<file path="config.mk">
export PLATFORM = sky130hd
export DESIGN_NAME = golay_codec
export DESIGN_NICKNAME = d
export VERILOG_FILES = /design/src/rtl/golay_codec.sv
export SDC_FILE = /design/constraint.sdc
export NUM_CORES = 1
export LEC_CHECK = 0
export ABC_AREA = 1
export CAP_MARGIN = 20
export CORE_MARGIN = 10
export CORE_UTILIZATION = 28
export DETAILED_ROUTE_END_ITERATION = 7
export GPL_ROUTABILITY_DRIVEN = 0
export GPL_TIMING_DRIVEN = 0
export PLACE_DENSITY_LB_ADDON = 0.12
export SLEW_MARGIN = 0
export SYNTH_ARGS = -nofsm -noshare
export SYNTH_HDL_FRONTEND = slang
export SYNTH_SLANG_ARGS = --single-unit
</file>
<file path="constraint.sdc">
create_clock -name clk_i -period 5.7 [get_ports clk_i]
set_input_delay 1.425 -clock clk_i [delete_from_list [all_inputs] [get_ports clk_i]]
set_output_delay 1.425 -clock clk_i [all_outputs]
set_load 0.005 [all_outputs]
</file>
<file path="src/rtl/golay_codec.sv">
// Extended binary Golay (24,12,8) codec: one-cycle encoder, two-stage decoder
// that corrects up to three errors and flags four-error words.
module golay_codec (
    input  logic        clk_i,
    input  logic        rst_n_i,
    input  logic        enc_stb_i,
    input  logic [11:0] enc_payload_i,
    output logic [11:0] enc_parity_o,
    input  logic        dec_stb_i,
    input  logic [23:0] dec_paycode_i,
    output logic        dec_decoded_o,
    output logic        dec_failed_o,
    output logic [11:0] dec_payload_o
);

    // Row k of B sits at bits [143-12k -: 12]; position k of a vector is bit 11-k.
    localparam logic [143:0] B_ROWS = 144'hDC5_B8B_717_E2D_C5B_8B7_16F_2DD_5B9_B71_6E3_FFE;

    function automatic logic [11:0] b_row(input int unsigned k);
        return B_ROWS[143 - 12*k -: 12];
    endfunction

    function automatic logic [11:0] unit_vec(input int unsigned k);
        return 12'h800 >> k;
    endfunction

    function automatic logic [11:0] mul_b(input logic [11:0] v);
        logic [11:0] acc;
        acc = '0;
        for (int unsigned k = 0; k < 12; k++) begin
            if (v[11 - k]) acc = acc ^ b_row(k);
        end
        return acc;
    endfunction

    function automatic logic [3:0] wt(input logic [11:0] v);
        logic [3:0] cnt;
        cnt = '0;
        for (int unsigned i = 0; i < 12; i++) begin
            cnt = cnt + {3'b000, v[i]};
        end
        return cnt;
    endfunction

    logic [11:0] r_enc_parity;
    logic [11:0] r_m;
    logic [11:0] r_s;
    logic [11:0] r_t;
    logic        r_v;
    logic        r_dec_decoded;
    logic        r_dec_failed;
    logic [11:0] r_dec_payload;

    logic [11:0] w_s;
    logic [11:0] w_em;
    logic        w_hit;

    assign w_s = mul_b(dec_paycode_i[23:12]) ^ dec_paycode_i[11:0];

    always_ff @(posedge clk_i or negedge rst_n_i) begin
        if (!rst_n_i) begin
            r_enc_parity <= '0;
        end else if (enc_stb_i) begin
            r_enc_parity <= mul_b(enc_payload_i);
        end
    end

    always_ff @(posedge clk_i or negedge rst_n_i) begin
        if (!rst_n_i) begin
            r_v <= 1'b0;
            r_m <= '0;
            r_s <= '0;
            r_t <= '0;
        end else begin
            r_v <= dec_stb_i;
            if (dec_stb_i) begin
                r_m <= dec_paycode_i[23:12];
                r_s <= w_s;
                r_t <= mul_b(w_s);
            end
        end
    end

    // Priority search over the four error classes; w_hit blocks later matches.
    always_comb begin
        w_em  = '0;
        w_hit = 1'b0;
        if (wt(r_s) <= 4'd3) w_hit = 1'b1;
        for (int unsigned k = 0; k < 12; k++) begin
            if (!w_hit && wt(r_s ^ b_row(k)) <= 4'd2) begin
                w_em  = unit_vec(k);
                w_hit = 1'b1;
            end
        end
        if (!w_hit && wt(r_t) <= 4'd3) begin
            w_em  = r_t;
            w_hit = 1'b1;
        end
        for (int unsigned k = 0; k < 12; k++) begin
            if (!w_hit && wt(r_t ^ b_row(k)) <= 4'd2) begin
                w_em  = r_t ^ b_row(k);
                w_hit = 1'b1;
            end
        end
    end

    always_ff @(posedge clk_i or negedge rst_n_i) begin
        if (!rst_n_i) begin
            r_dec_decoded <= 1'b0;
            r_dec_failed  <= 1'b0;
            r_dec_payload <= '0;
        end else begin
            r_dec_decoded <= r_v;
            if (r_v) begin
                r_dec_failed  <= ~w_hit;
                r_dec_payload <= r_m ^ w_em;
            end
        end
    end

    assign enc_parity_o  = r_enc_parity;
    assign dec_decoded_o = r_dec_decoded;
    assign dec_failed_o  = r_dec_failed;
    assign dec_payload_o = r_dec_payload;

endmodule

</file>
**After elaboration in Yosys (flattened, before gate mapping)**

Index checks and enable logic that the tools add are counted.

- Bits of input ports: 40
- Logic and storage cells: 539
- Flip-flop bits (word level): 63

- Mux-type cells: 109
- Add/subtract/negate cells: 286
- Reductions and logical operators: 50
- Bitwise gates (word level): 60
- Order comparisons: 26

Operators with widths:

| kind | number |
|---|---|
| 4-bit by 1-bit adder with 4-bit output | 208 |
| 12-bit 2-to-1 mux | 68 |
| 7-bit inverter | 52 |
| 3-bit by 1-bit adder with 4-bit output | 26 |
| 4-bit by 2-bit <= comparator with 1-bit output (second input constant) | 26 |
| 11-bit 2-to-1 mux | 9 |
| 2-bit by 1-bit adder with 3-bit output | 26 |
| 11-bit inverter | 5 |
| 1-bit by 1-bit adder with 2-bit output | 26 |
| 10-bit 2-to-1 mux | 3 |
| 9-bit 2-to-1 mux | 3 |
| 1-bit 2-to-1 mux | 26 |
| 1-bit logical AND | 25 |
| 1-bit logical NOT | 25 |
| 12-bit bitwise XOR | 2 |
| 1-bit inverter | 1 |

**Longest topological paths before layout**

Gate-level depths: netlist of run 1.

- Depth after elaboration: 89
- Gate-level depth with buffers: 36
- Mapped depth without buffers: 36

**Least setup slack after synthesis of run 1**

OpenSTA, ideal clock, no wires.

- Path kind: register to register
- Start point: register r_s[0]
- End point: register r_dec_payload[8], in the netlist dec_payload_o[8]
- Cell stages (with the launch flop): 35
- Path buffers: 0
- Slack: -0.223 ns
- Arrival time: 5.806 ns
- Cell sequence: dfrtp_1 > inv_1 > fa_1 > inv_1 > fa_1 > inv_1 > fa_1 > inv_1 > fa_1 > inv_1 > ha_1 > fa_1 > nand2_1 > inv_1 > nor2_1 > nand2_2 > nand3_2 > nor2_2 > nand4_2 > nor2_2 > nand4_2 > nor2_4 > nand4_2 > nor2_4 > nand4_4 > nor2_4 > nand3_4 > nor2_8 > nand3_4 > nand2_1 > nand2_1 > nand2_1 > nand2_1 > nand3_1 > nand2_1

- Cells in the longest elaborated chain, start to end: 89
- Elaborated cells between the ends (all ways): 267
- Classes of those cells: add/sub (143); order compare (13); mux (49); bitwise (12); reduce/logical (50)

RTL lines:

| what | RTL line | source |
|---|---|---|
| start, declared | 47 | `logic [11:0] r_s;` |
| start signal, assigned | 78 | `r_s <= w_s;` |
| 1-bit by 1-bit adder with 2-bit output | 40 | `cnt = cnt + {3'b000, v[i]};` |
| 2-bit by 1-bit adder with 3-bit output | 40 |  |
| 3-bit by 1-bit adder with 4-bit output | 40 |  |
| 4-bit by 1-bit adder with 4-bit output (8 in a row) | 40 |  |
| 4-bit by 2-bit <= comparator with 1-bit output | 88 | `if (wt(r_s) <= 4'd3) w_hit = 1'b1;` |
| 1-bit 2-to-1 mux | 88 |  |
| 1-bit logical NOT | 90 | `if (!w_hit && wt(r_s ^ b_row(k)) <= 4'd2) begin` |
| 1-bit logical AND | 90 |  |
| [... 66 more ...] | -- |  |
| 1-bit 2-to-1 mux | 100 | `if (!w_hit && wt(r_t ^ b_row(k)) <= 4'd2) begin` |
| 1-bit logical NOT | 100 |  |
| 1-bit logical AND | 100 |  |
| 1-bit 2-to-1 mux | 100 |  |
| 1-bit logical NOT | 100 |  |
| 1-bit logical AND | 100 |  |
| 12-bit 2-to-1 mux * | 100 |  |
| 12-bit bitwise XOR * | 116 | `r_dec_payload <= r_m ^ w_em;` |
| end signal, assigned | 116 |  |
| end, declared | 52 | `logic [11:0] r_dec_payload;` |

Every way passes the cells marked *; elsewhere a longest branch is shown, timed or not.
A chain may end at the register's enable or synchronous reset.

**Final worst setup path of run 1**

- Start point: register r_s[3]
- End point: register r_dec_payload[5], in the netlist dec_payload_o[5]

- Cells in the longest elaborated chain, start to end: 87
- Elaborated cells between the ends (all ways): 237
- Classes of those cells: add/sub (117); order compare (13); mux (49); bitwise (8); reduce/logical (50)

RTL lines:

| what | RTL line |
|---|---|
| 3-bit by 1-bit adder with 4-bit output | 40 |
| 4-bit by 1-bit adder with 4-bit output (8 in a row) | 40 |
| 4-bit by 2-bit <= comparator with 1-bit output | 88 |
| 1-bit 2-to-1 mux | 88 |
| 1-bit logical NOT | 90 |
| 1-bit logical AND | 90 |
| 1-bit 2-to-1 mux | 90 |
| 1-bit logical NOT | 90 |
| [... 64 more ...] | -- |
| 1-bit 2-to-1 mux | 100 |
| 1-bit logical NOT | 100 |
| 1-bit logical AND | 100 |
| 1-bit 2-to-1 mux | 100 |
| 1-bit logical NOT | 100 |
| 1-bit logical AND | 100 |
| 12-bit 2-to-1 mux * | 100 |
| 12-bit bitwise XOR * | 116 |

Marks and branches as above.

==> qor.yml, run 1 <==
logic_synthesis:
  synth_warnings: 0
  synth-edff-count: 0
  avgSynthCellArea_sq_um: 8.689
  yosysMostFrequentCell: "inv_1"
  synth_area_sq_mm: 0.01162
  async_reset_ff_share_pct: 100.0
  synth_nets: 1653
  synth_seq_area_share_pct: 13.57
  synth_top_area_share_pct: 29.98
  ys_ff_latch: 63
  ys_top_cells_by_area: "fa_1, dfrtp_1, ha_1"
  synth_top_area_cell: "fa_1"
  synth.distinct_cells: 50
  syn_inst: 1337
  synth_common_cells: "inv_1, nand2_1, fa_1, ha_1, xnor2_1"
  ys.flop_type: "dfrtp_1"
drt:
  drcViolationCount: 0
  routed-via-count: 8882
  drt-wirelength-per-cell_um: 16.27
  first_iter_violations: 389
  ant_nets: 0
  drtPass1Iterations: 8
  wl_um: 32660
  via_per_inst: 4.426
sta:
  worst_slack_ns: -0.4104
  max_freq_mhz: 163.7
  worst_pin_slew_ns: 1.084
  finalHoldViolCount: 0
  timing.final.crit_share_pct: 107.2
  setup-violations-final: 12
  finClkSkew_ns: 0.005545
  relSlewSlack_pct: 27.72
  period_minus_slack_ns: 6.110
  drv_slew: 0
  setup_tns_ns: -4.079
  rsz0062_at_grt: "true"
critical_path:
  worstPathArrival_ns: 6.34
  slowest_delay_ns: 0.63
  worstSetupPathType: "reg -> reg"
  reg2reg_from: "r_s[3]"
  cp_max_fo: 7
  reg2reg_to: "dec_payload_o[5]"
  crit_top_cell: "nand4_4"
  ff2ff_setup_slack_ns: -0.41
  required_ns: 5.93
  cp-start-kind: "register"
  rr_worst_depth: 30
  slowest_stage: "fa_2"
  crit_path_end_kind: "register"
floorplan:
  die_w_um: 223.7
  core_area_sq_mm: 0.04092
  io_pins: 66
  rows: 74
  initial_core_util_pct: 28.39
  die_height_um: 223.7
  die_area_sq_mm: 0.05004
global_routing:
  first_global_vias: 9614
  grt_usage_pct: 13.30
  antenna_found_initial: 0
  grt_remaining_overflow: 0
  grt_pass1_wl_um: 53190
  grt_max_degree: 64
placement:
  io_buffers: 52
  dp_cells: 1921
  post_dp_cell_area_sq_mm: 0.01281
  dp_hpwl_um: 25530
clock_network:
  cts_tree: "built"
  cts-root-buf: "clkbuf_16"
  clkSinkCount: 63
  clk_path_buf_depth: 2
  cts-htree-levels: 3
  clkLatencyLatePin_ns: 0.34
  numCtsBuffers: 9
  ctsHoldBuffers: 0
  clk_pin_slew_worst_paths_ns: 0.06
min_path:
  min_from: "dec_payload_o[0]"
  hold_depth: 2
  holdPathEnd: "dec_payload_o[0]"
  worstHoldPathType: "reg -> reg"
final_layout:
  drive_gt1_share_pct: 15.32
  area_growth_pct: 21.49
  num-nets-final: 1786
  final_cell_count_no_fill: 2007
  antenna_cells: 0
  fill_cells: 4290
  fin_area_sq_mm: 0.01411
  final_util_pct: 34.49
run_status:
  status: "finished, violations left"
  violations: "setup timing"
job:
  maxCapViolCount: 0
worst max path at each step:
stage	startpoint	endpoint	slack (ns)	cells past startpoint
4_1_cts	r_s[3]	dec_payload_o[11]	-0.58	34
5_1_grt	r_s[0]	dec_payload_o[4]	-0.76	34
3_3_place_gp	r_s[2]	dec_payload_o[5]	-1.19	30
3_5_place_dp	r_s[2]	dec_payload_o[5]	-1.23	30
2_1_floorplan	r_s[0]	dec_payload_o[8]	-0.07	34
6_report	r_s[3]	dec_payload_o[5]	-0.41	30
flip-flops by register name, indices dropped and copies added, names as in the netlist:
| register | count |
|---|---|
| r_v | 1 |
| dec_payload_o | 12 |
| r_s | 12 |
| r_m | 12 |
| dec_failed_o | 1 |
| r_t | 12 |
| enc_parity_o | 12 |
| dec_decoded_o | 1 |
cell families (layout without fill, tap and decap cells):
| logic type | count (synthesis) | in the layout | synth area share (%) |
|---|---|---|---|
| xor gates and xnor gates | 175 | 175 | 13.39 |
| DFF | 63 | 63 | 13.57 |
| buffers and inverters | 347 | 485 | 11.45 |
| AOI/OAI and AO/OA | 122 | 122 | 6.365 |
| adders and majority gates | 276 | 276 | 40.97 |
| and+or+nand+nor | 354 | 354 | 14.26 |
cells in the final DEF, fill, tap and decap left out, types with 24 or more instances in the layout:
cell type	count
nand3_1	44
nand2_1	188
xor2_1	83
buf_4	62
xnor2_1	89
clkdlybuf4s50_1	51
inv_1	299
o21ai_0	54
nor2_1	24
fa_1	171
dfrtp_1	46
ha_1	97
critical path, delay by kind of cell (launching register included):
| family | cells | cell delay (ns) |
|---|---|---|
| fa+ha+maj | 6 | 2.73 |
| simple gates | 13 | 1.79 |
| compound gates | 3 | 0.19 |
| buf+inv | 8 | 0.84 |
| flops | 1 | 0.46 |
area by class of cell:
cell class                      instances  area [sq um]  area share [%]
Multi-Input combinational cell        927          9054           64.15
Clock inverter                          6         85.08          0.6028
Timing Repair Buffer                  122          1097           7.775
Clock buffer                           10         229.0           1.622
Inverter                              321          1250           8.856
Buffer                                 26         125.1          0.8865
Sequential cell                        63          1608           11.39
Tap cell                              532         665.6           4.716
repair_timing:
item                       4_1_cts  5_1_grt
pin swaps                       23       44
setup buffers                   33       37
setup endpoints to repair       13       13
resized for setup               46       84
per-layer routing:
metal | GRT usage, % | vias to the layer above | part of all wire (%)
li1 | - | 4369 | -
met5 | 0 | - | 0
met4 | 3.139 | 0 | 1.4
met3 | 1.446 | 26 | 2.7
met2 | 22.90 | 127 | 49
met1 | 17.46 | 4360 | 47
through the flow:
| stage | hold slack, ns | worst slack [ns] |
|---|---|---|
| after global placement | 0.4692 | -1.186 |
| after detailed placement | 0.4685 | -1.226 |
| final | 0.4688 | -0.4104 |
| after global routing | 0.5130 | -0.7631 |
| after floorplan | 0.4329 | -0.06669 |
| after CTS | 0.4832 | -0.5785 |
Power of run 1 is not shown: default switching activity piles up to over one toggle a cycle in this logic, so the estimate is an artifact.
==> run 2, diff against run 1 <==
Settings changed: CORE_UTILIZATION 28 to 40.
==> qor.yml, run 2 (synthesis results as in run 1) <==
run_status:
  status: "finished, violations left"
  violations: "setup timing"
drt:
  drcViolationCount: 0
  drtPass1Iterations: 5
  routed-via-count: 8875
  drt-wirelength-per-cell_um: 16.01
  first_iter_violations: 427
  via_per_inst: 4.800
  ant_nets: 0
  wl_um: 29600
floorplan:
  die_w_um: 190.4
  die_height_um: 190.4
  initial_core_util_pct: 40.48
  rows: 62
  io_pins: 66
  die_area_sq_mm: 0.03626
  core_area_sq_mm: 0.02870
sta:
  finClkSkew_ns: 0.009322
  max_freq_mhz: 166.8
  finalHoldViolCount: 0
  rsz0062_at_grt: "true"
  relSlewSlack_pct: 28.89
  timing.final.crit_share_pct: 105.2
  drv_slew: 0
  period_minus_slack_ns: 5.994
  whs_ns: 0.4779
  worst_pin_slew_ns: 1.067
  worst_slack_ns: -0.2940
  setup-violations-final: 12
job:
  maxCapViolCount: 0
clock_network:
  clk_pin_slew_worst_paths_ns: 0.06
  cts-htree-levels: 3
  numCtsBuffers: 9
  ctsHoldBuffers: 0
  clk_path_buf_depth: 2
  cts-root-buf: "clkbuf_16"
  clkLatencyLatePin_ns: 0.33
  cts_tree: "built"
  clkSinkCount: 63
critical_path:
  crit_path_end_kind: "register"
  rr_worst_depth: 31
  slowest_delay_ns: 0.53
  worstPathArrival_ns: 6.26
  cp-start-kind: "register"
  cp_max_fo: 7
  ff2ff_setup_slack_ns: -0.29
  slowest_stage: "fa_2"
  reg2reg_to: "dec_payload_o[3]"
  worstSetupPathType: "reg -> reg"
  required_ns: 5.97
  reg2reg_from: "r_s[3]"
min_path:
  holdPathEnd: "dec_payload_o[8]"
  hold_depth: 2
  worstHoldPathType: "reg -> reg"
  min_from: "dec_payload_o[8]"
final_layout:
  num-nets-final: 1776
  drive_gt1_share_pct: 13.04
  area_growth_pct: 17.85
  final_util_pct: 47.70
  final_cell_count_no_fill: 1849
  final_common_cell: "inv_1"
  antenna_cells: 0
  layout_common_cells: "inv_1, nand2_1, fa_1"
global_routing:
  grt_pass1_wl_um: 48730
  antenna_found_initial: 0
  use_met1_pct: 23.28
  grt.busiest_layer: "met2"
  grt_max_degree: 64
  grt_usage_pct: 16.86
  grt_remaining_overflow: 0
  use_met3_pct: 2.030
  grt_util_met2_pct: 27.60
  first_global_vias: 9289
placement:
  io_buffers: 52
  dp_slack_ns: -1.037
  dp_cells: 1773
  dp_hpwl_um: 23200
## run 2: cell types whose count changed in the layout (fill, tap and decap cells not counted), moves of 3 or more
cell     change
nor2_1       +4
inv_2        -6
inv_1        +7
nor2_2       -3
nand2_1      +5
buf_4        -5
nand2_2      -5
buf_6        -5
## run 2: what timing repair did
| item | CTS | global route |
|---|---|---|
| resized for setup | 44 | 50 |
| endpoints found under the setup margin | 13 | 13 |
| cloned | 0 | 0 |
| pin swaps | 24 | 27 |
| buffers inserted | 40 | 20 |
## run 2: worst max-delay path, delay by kind of cell, from the launching register on
family                   cells  cell delay (ns)
buffers and inverters        7             0.64
AND/OR/NAND/NOR             16             1.90
adder cells (fa/ha/maj)      6             2.65
AO/OA/AOI/OAI                2             0.24
flip-flops                   1             0.51
## run 2: worst max path at each step
stage | from | to | slack, ns | cells past startpoint
2_1_floorplan | r_s[0] | dec_payload_o[8] | -0.07 | 34
3_3_place_gp | r_s[2] | dec_payload_o[5] | -0.98 | 30
3_5_place_dp | r_s[3] | dec_payload_o[5] | -1.04 | 28
4_1_cts | r_s[3] | dec_payload_o[8] | -0.44 | 34
5_1_grt | r_s[3] | dec_payload_o[11] | -0.64 | 34
6_report | r_s[3] | dec_payload_o[3] | -0.29 | 31
## run 2: final cells by class
type | count | area, sq um
Clock inverter | 5 | 60.06
Tap cell | 384 | 480.5
Timing Repair Buffer | 112 | 998.5
Fill cell | 2844 | 15010
Multi-Input combinational cell | 927 | 8941
Sequential cell | 63 | 1607
Clock buffer | 11 | 232.7
Inverter | 321 | 1246
Buffer | 26 | 125.1
## run 2: per-stage QoR
step	TNS [ns]	area, sq um
6_report	-2.997	13690
5_1_grt	-7.286	13690
4_1_cts	-4.926	13360
3_5_place_dp	-11.44	12620
3_3_place_gp	-10.63	12620
2_1_floorplan	-0.2328	11620
## run 2: per-layer routing
metal  routed length (um)  up-vias
met5                    0        -
met4                  461        0
met3                 1213       31
met1                14170     4318
met2                13760      176
li1                     -     4350
Power of run 2 is left out for the same reason.
==> run 3, diff against run 2 <==
Settings changed: PLACE_DENSITY_LB_ADDON 0.12 to unset.
==> qor.yml, run 3 (synthesis results as in run 1) <==
critical_path:
  worstSetupPathType: "reg -> reg"
  slowest_delay_ns: 0.51
  path_buf_inv: 8
  path_delay_family: "adder cells"
  rr_worst_depth: 35
  ff2ff_setup_slack_ns: -0.27
  reg2reg_to: "dec_payload_o[11]"
  reg2reg_from: "r_s[0]"
  cp_max_fo: 7
  required_ns: 5.92
  worstPathArrival_ns: 6.20
  cp-start-kind: "register"
  crit_path_end_kind: "register"
  crit_top_cell: "inv_1"
  slowest_stage: "fa_1"
clock_network:
  cts-root-buf: "clkbuf_16"
  clk_path_buf_depth: 2
  cts-htree-levels: 3
  clkLatencyLatePin_ns: 0.34
  numCtsBuffers: 9
  ctsHoldBuffers: 0
  clkSinkCount: 63
  cts_tree: "built"
  clk_pin_slew_worst_paths_ns: 0.06
final_layout:
  num-nets-final: 1756
  drive_gt1_share_pct: 10.93
  area_growth_pct: 16.05
  antenna_cells: 0
  final_common_cell: "inv_1"
  multi_input_area_sq_mm: 0.008897
  final_cell_count_no_fill: 1829
  layout_common_cells: "inv_1, nand2_1, fa_1"
  fill_cells: 2820
  register_area_sq_mm: 0.001600
sta:
  drv_slew: 0
  worst_pin_slew_ns: 0.9656
  rsz0062_at_grt: "true"
  finClkSkew_ns: 0.008610
  whs_ns: 0.4783
  period_minus_slack_ns: 5.975
  worst_slack_ns: -0.2746
  relSlewSlack_pct: 35.62
  setup-violations-final: 12
  setup_tns_ns: -2.782
  timing.final.crit_share_pct: 104.8
  finalHoldViolCount: 0
  max_freq_mhz: 167.4
global_routing:
  use_met1_pct: 21.54
  use_met3_pct: 3.365
  antenna_found_initial: 0
  grt_util_met2_pct: 27.18
  grt_pass1_wl_um: 48360
  first_global_vias: 9387
  grt.busiest_layer: "met2"
  grt_remaining_overflow: 0
  grt_usage_pct: 16.53
  grt_max_degree: 64
min_path:
  hold_depth: 2
  worstHoldPathType: "reg -> reg"
  holdPathEnd: "dec_payload_o[10]"
  min_from: "dec_payload_o[10]"
drt:
  drt-wirelength-per-cell_um: 15.75
  ant_nets: 0
  via_per_inst: 4.857
  first_iter_violations: 467
  drtPass1Iterations: 5
  wl_um: 28800
  routed-via-count: 8883
  drcViolationCount: 0
floorplan:
  die_height_um: 190.4
  rows: 62
  initial_core_util_pct: 40.48
  io_pins: 66
  core_area_sq_mm: 0.02870
  die_area_sq_mm: 0.03626
  die_w_um: 190.4
placement:
  io_buffers: 52
  dp_cells: 1773
  dp_hpwl_um: 22750
  dp_slack_ns: -0.9180
run_status:
  status: "finished, violations left"
  violations: "setup timing"
job:
  maxCapViolCount: 0
==> run 3: cell count changes in the layout (fill, tap and decap cells not counted), sizes merged <==
| cell | previous run | this run |
|---|---|---|
| buf | 72 | 52 |
| clkbuf | 26 | 24 |
| inv | 309 | 314 |
| clkinvlp | 12 | 9 |
==> run 3: metrics by stage <==
step / utilization (%) / cell area [sq um]
after floorplan: - / 11620
after global placement: 43.98 / 12620
after detailed placement: 43.97 / 12620
after CTS: 46.40 / 13320
after global routing: 46.97 / 13480
final: 46.97 / 13480
==> run 3: layout make-up <==
| class | count | share of cell area, % |
|---|---|---|
| Buffer | 26 | 0.9281 |
| Clock buffer | 9 | 1.671 |
| Clock inverter | 7 | 0.5383 |
| Inverter | 321 | 9.132 |
| Multi-Input combinational cell | 927 | 66.00 |
| Sequential cell | 63 | 11.87 |
| Tap cell | 384 | 3.564 |
| Timing Repair Buffer | 92 | 6.302 |
==> run 3: repair_timing <==
item / 4_1_cts / 5_1_grt
endpoints found under the setup margin: 13 / 13
pin swaps: 22 / 15
resized for setup: 40 / 32
setup buffers: 33 / 7
==> run 3: worst max path at each step <==
| stage | start | end | slack [ns] | cells past startpoint |
|---|---|---|---|---|
| after floorplan | r_s[0] | dec_payload_o[8] | -0.07 | 34 |
| after global placement | r_s[2] | dec_payload_o[8] | -0.88 | 32 |
| after detailed placement | r_s[6] | dec_payload_o[3] | -0.92 | 31 |
| after CTS | r_s[0] | dec_payload_o[8] | -0.40 | 35 |
| after global routing | r_s[0] | dec_payload_o[11] | -0.62 | 35 |
| final | r_s[0] | dec_payload_o[11] | -0.27 | 35 |
==> run 3: worst min-delay path: stages, from the launching register on <==
cell and delay, ns:
dfrtp_1 0.34, nand2_1 0.05, nand2_1 0.06
==> run 3: routing by layer <==
layer	routed length, um	up-vias
met5	0	-
met4	780	0
met3	1456	47
met2	13380	198
met1	13190	4335
li1	-	4303
Power of run 3 is left out for the same reason.
